<file path="config.mk">
export PLATFORM = sky130hd
export DESIGN_NAME = hazard_unit
export DESIGN_NICKNAME = d
export VERILOG_FILES = /design/src/rtl/types_pkg.sv /design/src/rtl/sat_counter.sv /design/src/rtl/hazard_unit.sv
export SDC_FILE = /design/constraint.sdc
export NUM_CORES = 1
export LEC_CHECK = 0
export ABC_AREA = 1
export CAP_MARGIN = 20
export CORE_ASPECT_RATIO = 1.1
export CORE_MARGIN = 2
export CORE_UTILIZATION = 52
export CTS_CLUSTER_DIAMETER = 100
export DETAILED_ROUTE_END_ITERATION = 10
export HOLD_SLACK_MARGIN = 0.08
export PLACE_DENSITY = 0.85
export SLEW_MARGIN = 15
export SYNTH_ARGS = -nofsm -noshare
export SYNTH_HDL_FRONTEND = slang
export SYNTH_HIERARCHICAL = 1
export SYNTH_SLANG_ARGS = --single-unit
</file>
<file path="constraint.sdc">
create_clock -name clk -period 2.99 [get_ports clk]
set_clock_uncertainty 0.1 [all_clocks]
set_input_delay 0.897 -clock clk [delete_from_list [all_inputs] [get_ports clk]]
set_output_delay 0.897 -clock clk [all_outputs]
set_load 0.01 [all_outputs]
</file>
<file path="src/rtl/types_pkg.sv">
// Shared types for the pipeline hazard unit: forwarding selects, memory-wait
// FSM states, and the forwarding-priority helper.
package types_pkg;

    typedef enum logic [1:0] {
        FWD_RF  = 2'b00,
        FWD_WB  = 2'b01,
        FWD_MEM = 2'b10
    } fwd_sel_e;

    typedef enum logic [1:0] {
        MW_IDLE  = 2'd0,
        MW_WAIT  = 2'd1,
        MW_FAULT = 2'd2
    } mw_state_e;

    // Memory stage wins over writeback; x0 is hardwired zero and never forwarded.
    function automatic fwd_sel_e fwd_sel(input logic [4:0] src,
                                         input logic [4:0] rd_m,
                                         input logic [4:0] rd_w,
                                         input logic       wr_m,
                                         input logic       wr_w);
        fwd_sel_e sel;
        sel = FWD_RF;
        if (src != 5'd0 && src == rd_m && wr_m) begin
            sel = FWD_MEM;
        end else if (src != 5'd0 && src == rd_w && wr_w) begin
            sel = FWD_WB;
        end
        return sel;
    endfunction

endpackage

</file>
<file path="src/rtl/sat_counter.sv">
// Saturating up-counter with synchronous clear; clear wins over increment.
module sat_counter #(
    parameter int W = 32
) (
    input  logic         clk,
    input  logic         rst_n,
    input  logic         inc,
    input  logic         clr,
    output logic [W-1:0] q
);

    logic [W-1:0] cnt_q;
    logic [W-1:0] cnt_d;

    always_comb begin
        cnt_d = cnt_q;
        if (clr) begin
            cnt_d = '0;
        end else if (inc && cnt_q != '1) begin
            cnt_d = cnt_q + W'(1);
        end
    end

    always_ff @(posedge clk or negedge rst_n) begin
        if (!rst_n) begin
            cnt_q <= '0;
        end else begin
            cnt_q <= cnt_d;
        end
    end

    assign q = cnt_q;

endmodule

</file>
<file path="src/rtl/hazard_unit.sv">
// Hazard unit for the 5-stage pipeline: forwarding, load-use interlock, branch
// flush, memory-wait freeze with timeout fault, and stall/flush counters.
//
// state    | meaning
// MW_IDLE  | no outstanding multi-cycle memory access
// MW_WAIT  | Memory-stage access pending, wait_cnt counts cycles waited
// MW_FAULT | timeout hit; pipeline frozen until reset
module hazard_unit
    import types_pkg::*;
#(
    parameter int MEM_TIMEOUT = 16,
    parameter int CNT_W       = 32
) (
    input  logic             clk,
    input  logic             reset,
    input  logic [4:0]       Rs1D,
    input  logic [4:0]       Rs2D,
    input  logic [4:0]       Rs1E,
    input  logic [4:0]       Rs2E,
    input  logic [4:0]       RdE,
    input  logic [4:0]       RdM,
    input  logic [4:0]       RdW,
    input  logic             ResultSrcE0,
    input  logic             RegWriteM,
    input  logic             RegWriteW,
    input  logic             PCSrcE,
    input  logic             MemReqM,
    input  logic             MemReadyM,
    input  logic             perf_clr,
    output logic             StallF,
    output logic             StallD,
    output logic             StallE,
    output logic             StallM,
    output logic             FlushD,
    output logic             FlushE,
    output logic             FlushW,
    output logic [1:0]       ForwardAE,
    output logic [1:0]       ForwardBE,
    output logic             mem_fault,
    output logic [CNT_W-1:0] stall_cnt,
    output logic [CNT_W-1:0] flush_cnt
);

    localparam int WCW = $clog2(MEM_TIMEOUT + 1);

    mw_state_e      state_q, state_d;
    logic [WCW-1:0] wait_cnt_q, wait_cnt_d;
    logic           mem_stall;
    logic           lw_stall;
    logic           flush_inc;

    assign mem_stall = (MemReqM && !MemReadyM) || (state_q == MW_FAULT);
    assign lw_stall  = ResultSrcE0 && RdE != 5'd0 && (RdE == Rs1D || RdE == Rs2D) && !PCSrcE;
    assign mem_fault = (state_q == MW_FAULT);

    always_comb begin
        state_d    = state_q;
        wait_cnt_d = wait_cnt_q;
        case (state_q)
            MW_IDLE: begin
                if (MemReqM && !MemReadyM) begin
                    state_d    = MW_WAIT;
                    wait_cnt_d = WCW'(1);
                end
            end
            MW_WAIT: begin
                // A dropped request is a protocol error; recover rather than fault.
                if (MemReadyM || !MemReqM) begin
                    state_d    = MW_IDLE;
                    wait_cnt_d = '0;
                end else if (wait_cnt_q == WCW'(MEM_TIMEOUT)) begin
                    state_d = MW_FAULT;
                end else begin
                    wait_cnt_d = wait_cnt_q + WCW'(1);
                end
            end
            MW_FAULT: begin
                state_d = MW_FAULT;
            end
            default: begin
                state_d    = MW_IDLE;
                wait_cnt_d = '0;
            end
        endcase
    end

    always_ff @(posedge clk or negedge reset) begin
        if (!reset) begin
            state_q    <= MW_IDLE;
            wait_cnt_q <= '0;
        end else begin
            state_q    <= state_d;
            wait_cnt_q <= wait_cnt_d;
        end
    end

    always_comb begin
        StallF    = 1'b0;
        StallD    = 1'b0;
        StallE    = 1'b0;
        StallM    = 1'b0;
        FlushD    = 1'b0;
        FlushE    = 1'b0;
        FlushW    = 1'b0;
        ForwardAE = FWD_RF;
        ForwardBE = FWD_RF;
        flush_inc = 1'b0;
        if (!reset) begin
            FlushD = 1'b1;
            FlushE = 1'b1;
            FlushW = 1'b1;
        end else begin
            ForwardAE = fwd_sel(Rs1E, RdM, RdW, RegWriteM, RegWriteW);
            ForwardBE = fwd_sel(Rs2E, RdM, RdW, RegWriteM, RegWriteW);
            // Memory freeze holds E too, so load-use and branch wait until release.
            if (mem_stall) begin
                StallF = 1'b1;
                StallD = 1'b1;
                StallE = 1'b1;
                StallM = 1'b1;
                FlushW = 1'b1;
            end else if (lw_stall) begin
                StallF = 1'b1;
                StallD = 1'b1;
                FlushE = 1'b1;
            end else if (PCSrcE) begin
                FlushD    = 1'b1;
                FlushE    = 1'b1;
                flush_inc = 1'b1;
            end
        end
    end

    sat_counter #(.W(CNT_W)) u_stall_cnt (
        .clk   (clk),
        .rst_n (reset),
        .inc   (StallF),
        .clr   (perf_clr),
        .q     (stall_cnt)
    );

    sat_counter #(.W(CNT_W)) u_flush_cnt (
        .clk   (clk),
        .rst_n (reset),
        .inc   (flush_inc),
        .clr   (perf_clr),
        .q     (flush_cnt)
    );

endmodule
</file>
# After elaboration in Yosys (flattened, before gate mapping)
# Cells that the tools add are included.
[totals] register_bits=71 in_bits=44 output_inout_bits=76 elab_cells=82
[classes] addsub=3 n_eq_ne=14 muxes=32 bitwise_logic=1 n_reduce_logical=28
[ops] operator="32-bit two-way mux" n=4
[ops] operator="32-bit by 1-bit adder with 32-bit output, second input constant" n=2
[ops] operator="32-bit inequality test, second input constant" n=2
[ops] operator="5-bit == test" n=6
[ops] operator="1-bit two-way mux" n=16
[ops] operator="5-bit two-way mux" n=3
[ops] operator="5-bit case mux with 3 select lines" n=1
[ops] operator="5-bit nonzero test" n=3
[ops] operator="1-bit logical AND" n=14
[ops] operator="2-bit two-way mux" n=7
[ops] operator="3-bit inequality test, second input constant" n=2
[ops] operator="2-bit case mux with 3 select lines" n=1
[ops] operator="5-bit by 1-bit adder with 5-bit output, second input constant" n=1
[ops] operator="5-bit == test, second input constant" n=1
[ops] operator="2-bit nonzero test" n=2
[ops] operator="1-bit logical NOT" n=3
[ops] operator="1-bit logical OR" n=3
[ops] operator="3-bit AND reduction" n=1
[ops] operator="2-bit by 1-bit == test with 1-bit output, second input constant" n=1
[ops] operator="2-bit == test, second input constant" n=1
[ops] operator="2-bit logical NOT" n=1
[ops] operator="2-bit inequality test, second input constant" n=1
[ops] operator="2-bit AND reduction" n=1
[ops] operator="1-bit inverter" n=1

# Logic depth before layout (Yosys ltp)
[depth] word_depth=10 mapped_depth=14 ltp_nobuf=13

# Cells and area by module
# The synthesis kept the hierarchy.
[by_module_without_submodules] module="sat_counter" n_inst=2 cells_each=345 area_each_um2=2243.4 seq_area_each_um2=800.8
[by_module_without_submodules] module="hazard_unit" n_inst=1 cells_each=171 area_each_um2=996.0 seq_area_each_um2=175.2

# Worst setup path before layout
# No wires, ideal clock.
[synth_path] kind="input to output" start="input port RdE[3]" end="output port StallF" arrival_ns=2.044 t_required_ns=1.993 path_slack_ns=-0.051 path_stages=9 path_buffers=1 cell_sequence="inv_1 > nand2_1 > nand2_1 > nor2_1 > nand3_1 > nand2_1 > nand2_1 > o21bai_1 > buf_4"
[synth_via] elab_chain_cells=7 elab_cells_between_ends=10 classes_between="eq/ne: 2; mux: 3; reduce/logical: 5"
[synth_rtl] element="start: declaration" line_no="hazard_unit.sv:20" text="input logic [4:0] RdE,"
[synth_rtl] element="5-bit == test / 5-bit nonzero test (equally long branches)" line_no="hazard_unit.sv:53" text="assign lw_stall = ResultSrcE0 && RdE != 5'd0 && (RdE == Rs1D || RdE == Rs2D) && !PCSrcE;"
[synth_rtl] element="1-bit logical OR / 1-bit logical AND (equally long branches)" line_no="hazard_unit.sv:53"
[synth_rtl] element="1-bit logical AND (*) (2 in series)" line_no="hazard_unit.sv:53"
[synth_rtl] element="1-bit two-way mux (*) (3 in series)"
[synth_rtl] element="end: declaration" line_no="hazard_unit.sv:30" text="output logic StallF,"
# Mark *: on every way between the ends. The rest lies on a longest branch, timed or not.

# Worst setup path after layout
[layout_path] start="input port RdM[2]" end="output port ForwardBE[1]"
[layout_via] elab_chain_cells=5
[layout_rtl] element="start: declaration" line_no="hazard_unit.sv:21" text="input logic [4:0] RdM,"
[layout_rtl] element="5-bit == test" line_no="types_pkg.sv:25" text="if (src != 5'd0 && src == rd_m && wr_m) begin"
[layout_rtl] element="1-bit logical AND (2 in series)" line_no="types_pkg.sv:25"
[layout_rtl] element="2-bit two-way mux" line_no="types_pkg.sv:25"
[layout_rtl] element="2-bit two-way mux" line_no="hazard_unit.sv:108" text="if (!reset) begin"
[layout_rtl] element="end: declaration" line_no="hazard_unit.sv:38" text="output logic [1:0] ForwardBE,"
# Every way passes these cells.

==> flow_metrics.tcl <==
set metrics [dict create \
    synth.cell_area_mm2 0.00548 \
    globalRouteTotalUtil_pct 27.9 \
    yosysTopAreaCellShare_pct 32.4 \
    clk_pin_slew_worst_paths_ns 0.05 \
    cp_data_arrival_time_ns 1.93 \
    critical_path.reg2reg.startpoint "state_q[1]" \
    worst-path-max-fanout 2 \
    mappedNetlistNets 909 \
    worstSetupEndpointType "output port" \
    worstSkewPairLatency_ns 0.34 \
    worstHoldPathType "flop to flop" \
    die_height_um 112 \
    crit_start "RdM[2]" \
    ctsRootBufferMaster "sky130_fd_sc_hd__clkbuf_16" \
    syn_inst 861 \
    power_density_mw_per_mm2 339 \
    cpMaxStageDelayCell "sky130_fd_sc_hd__nor4_1" \
    drt_drc_violations_left 0 \
    timing.final.max_slew_violations 0 \
    max_slew.worst_pin.slew_ns 0.908 \
    rows 39 \
    yosysTopAreaCell "sky130_fd_sc_hd__dfrtp_1" \
    post-dp-hpwl_mm 11.4 \
    dr.first_iter.drc_count 375 \
    ys_dominant_reg_cell "sky130_fd_sc_hd__dfrtp_1" \
    cts_inserted_buffers 9 \
    gp_congestion 0.930 \
    finish.instance_area_mm2 0.00734 \
    drt_pre_antenna_iters 8 \
    wl_per_cell_um 13.3 \
    r2r_end "u_stall_cnt/q[18]" \
    cts_hold_buf 0 \
    report.final.hold_viol_count 0 \
    placement.io_buffers 119 \
    final_period_minus_worst_setup_slack_ns 2.93 \
    post-route-util_pct 70.9 \
    pin_count_of_the_biggest_net_entering_global_routing 72 \
    core_area_mm2 0.0103 \
    yosysWarningCount 6 \
    antenna_cells_inserted 0 \
    final_min_period_over_clock_period_pct 97.8 \
    synth_commonest_cells "sky130_fd_sc_hd__nand2_1 (308), sky130_fd_sc_hd__nor2_1 (127), sky130_fd_sc_hd__inv_1 (93), sky130_fd_sc_hd__nand3_1 (79), sky130_fd_sc_hd__dfrtp_1 (71)" \
    holdPathEnd "wait_cnt_q[4]" \
    share_of_final_layout_standard_cells_stronger_than_drive_strength_1_pct 13.4 \
    asyncSetResetFlopFracSynth_pct 100 \
    detail_route.vias_per_cell 5.15 \
    placement.cell_area_mm2 0.00699 \
    max_cap_violations 0 \
    tritoncts_num_sinks 71 \
    critical_path_launch_point_type "input pin" \
    area_growth_pct 33.8 \
    cts_tree "done" \
    antenna_found_initial 0 \
    cellLeakagePower_nw 3.45 \
    die_width_um 102 \
    cp_cell_sequence "clkdlybuf4s15_1 -> xnor2_2 -> nand4_1 -> nor4_1 -> buf_2" \
    synth_edf_count 0 \
    post_synth.cell_area_avg_um2 6.37 \
    worst_path_largest_cell_delay_ns 0.29 \
    worst-setup-path-type "input pin to output port" \
    synth_area_leaders "sky130_fd_sc_hd__dfrtp_1 (32%), sky130_fd_sc_hd__nand2_1 (21%), sky130_fd_sc_hd__nor2_1 (8.7%)" \
    r2r_cell_count 14 \
    status "complete, no violations" \
    timing.fmax_ghz 0.342 \
    grt.overflow.total 0 \
    netlist-cell-type-count 37 \
    synth_most_common_cell "sky130_fd_sc_hd__nand2_1" \
    max-vdd-ir-drop_mv 0.254 \
    detailed_route_wire_length_mm 15.4 \
    cts_max_level 3 \
    layout.nets 1060 \
    ys_ff_latch 71 \
    hold_depth 2 \
    setup_repair_after_global_routing_missed_its_margin "false" \
    slew_headroom_pct 39.5 \
    yosysSeqAreaShare_pct 32.4 \
    report.final.setup_viol 0 \
    top_level_ports 120 \
    ff2ff_setup_slack_ns 0.87 \
    start_util_pct 53.0 \
    cts_buffer_depth 2 \
    hold_path.startpoint "wait_cnt_q[4]" \
    worstPathRequired_ns 1.99 \
    die-area_mm2 0.0114 \
    dr_total_vias 5976 \
    grt_first_pass_wirelength_mm 25.8 \
    drtAntennaViolNets 0 \
    via_count_of_the_first_global_routing_pass 5593 \
]
-- routing by layer --
metal	GRT usage [%]	wire, µm
met5	0	0
met4	10.8	312
met3	5.59	1210
met2	46.1	7460
met1	35.8	6390
-- worst max path at each step --
| stage | to | depth (start not counted) |
|---|---|---|
| 2_1_floorplan | StallF | 8 |
| 3_3_place_gp | StallD | 10 |
| 3_5_place_dp | StallD | 10 |
| 4_1_cts | StallD | 9 |
| 5_1_grt | ForwardAE[0] | 7 |
| 6_report | ForwardBE[1] | 5 |
-- area by class of cell --
type                    count  area [µm²]
flip-flops and latches     71        1780
inverters                  98         368
well taps                 143         179
clock buffers              11         253
multi-input cells         674        3270
fillers                   915        3010
clock inverters             5         104
repair buffers            158        1390
-- worst max-delay path: cells and delay by family --
| kind | cells | cell delay (ns) |
|---|---|---|
| simple gates | 2 | 0.43 |
| buf+inv | 2 | 0.42 |
| xor+xnor | 1 | 0.18 |
-- state kept, by name, summed over array words and instances, names as in the netlist --
signal         count
u_flush_cnt/q     32
u_stall_cnt/q     32
wait_cnt_q         5
state_q            2
-- cell usage in the layout (no fill, tap or decap), drive strengths merged --
| master | instances |
|---|---|
| nand4 | 20 |
| dfrtp | 71 |
| clkdlybuf4s15 | 7 |
| clkdlybuf4s50 | 68 |
| inv | 98 |
| a211oi | 1 |
| o211ai | 3 |
| a21oi | 9 |
| a21boi | 1 |
| o21ai | 37 |
| o22ai | 1 |
| nor2 | 145 |
| xnor2 | 16 |
| clkbuf | 19 |
| o211a | 1 |
| nor4 | 1 |
| buf | 50 |
| nand2 | 323 |
| a22oi | 2 |
| nand3 | 79 |
| bufinv | 3 |
| o2111ai | 1 |
| dlygate4sd2 | 25 |
| nor3 | 8 |
| nand3b | 2 |
| o21bai | 2 |
| ha | 4 |
| xor2 | 16 |
| clkinv | 2 |
| or2 | 2 |
-- logic make-up after synthesis --
family / share of synthesized area (%)
xor+xnor: 5.11
fa+ha+maj: 0.913
buf+inv: 9.22
simple gates: 46.4
compound gates: 5.96
flops: 32.4
-- what timing repair did --
item                       in CTS  in global routing
pin swaps                      24                 17
resized for setup             107                 23
buffers inserted                4                  0
setup endpoints to repair      11                  7
-- metrics by stage --
stage	setup slack [ns]	hold slack [ns]	instances	TNS (ns)	power (mW)
after floorplan	0.151	0.399	861	0	1.10
after global placement	-0.672	0.432	1140	-6.36	1.24
after detailed placement	-0.726	0.435	1140	-7.30	1.24
after CTS	0.000480	0.449	1160	0	2.51
after global routing	0.0000693	0.487	1160	0	2.57
final	0.0650	0.447	1160	0	2.49
-- where the power goes --
part	switching [mW]	internal, mW	total (mW)
registers	0.00315	0.964	0.967
clock network	0.411	0.860	1.27
logic	0.145	0.107	0.252
total	0.559	1.93	2.49
No activity file was read; power rests on OpenSTA's default activity.
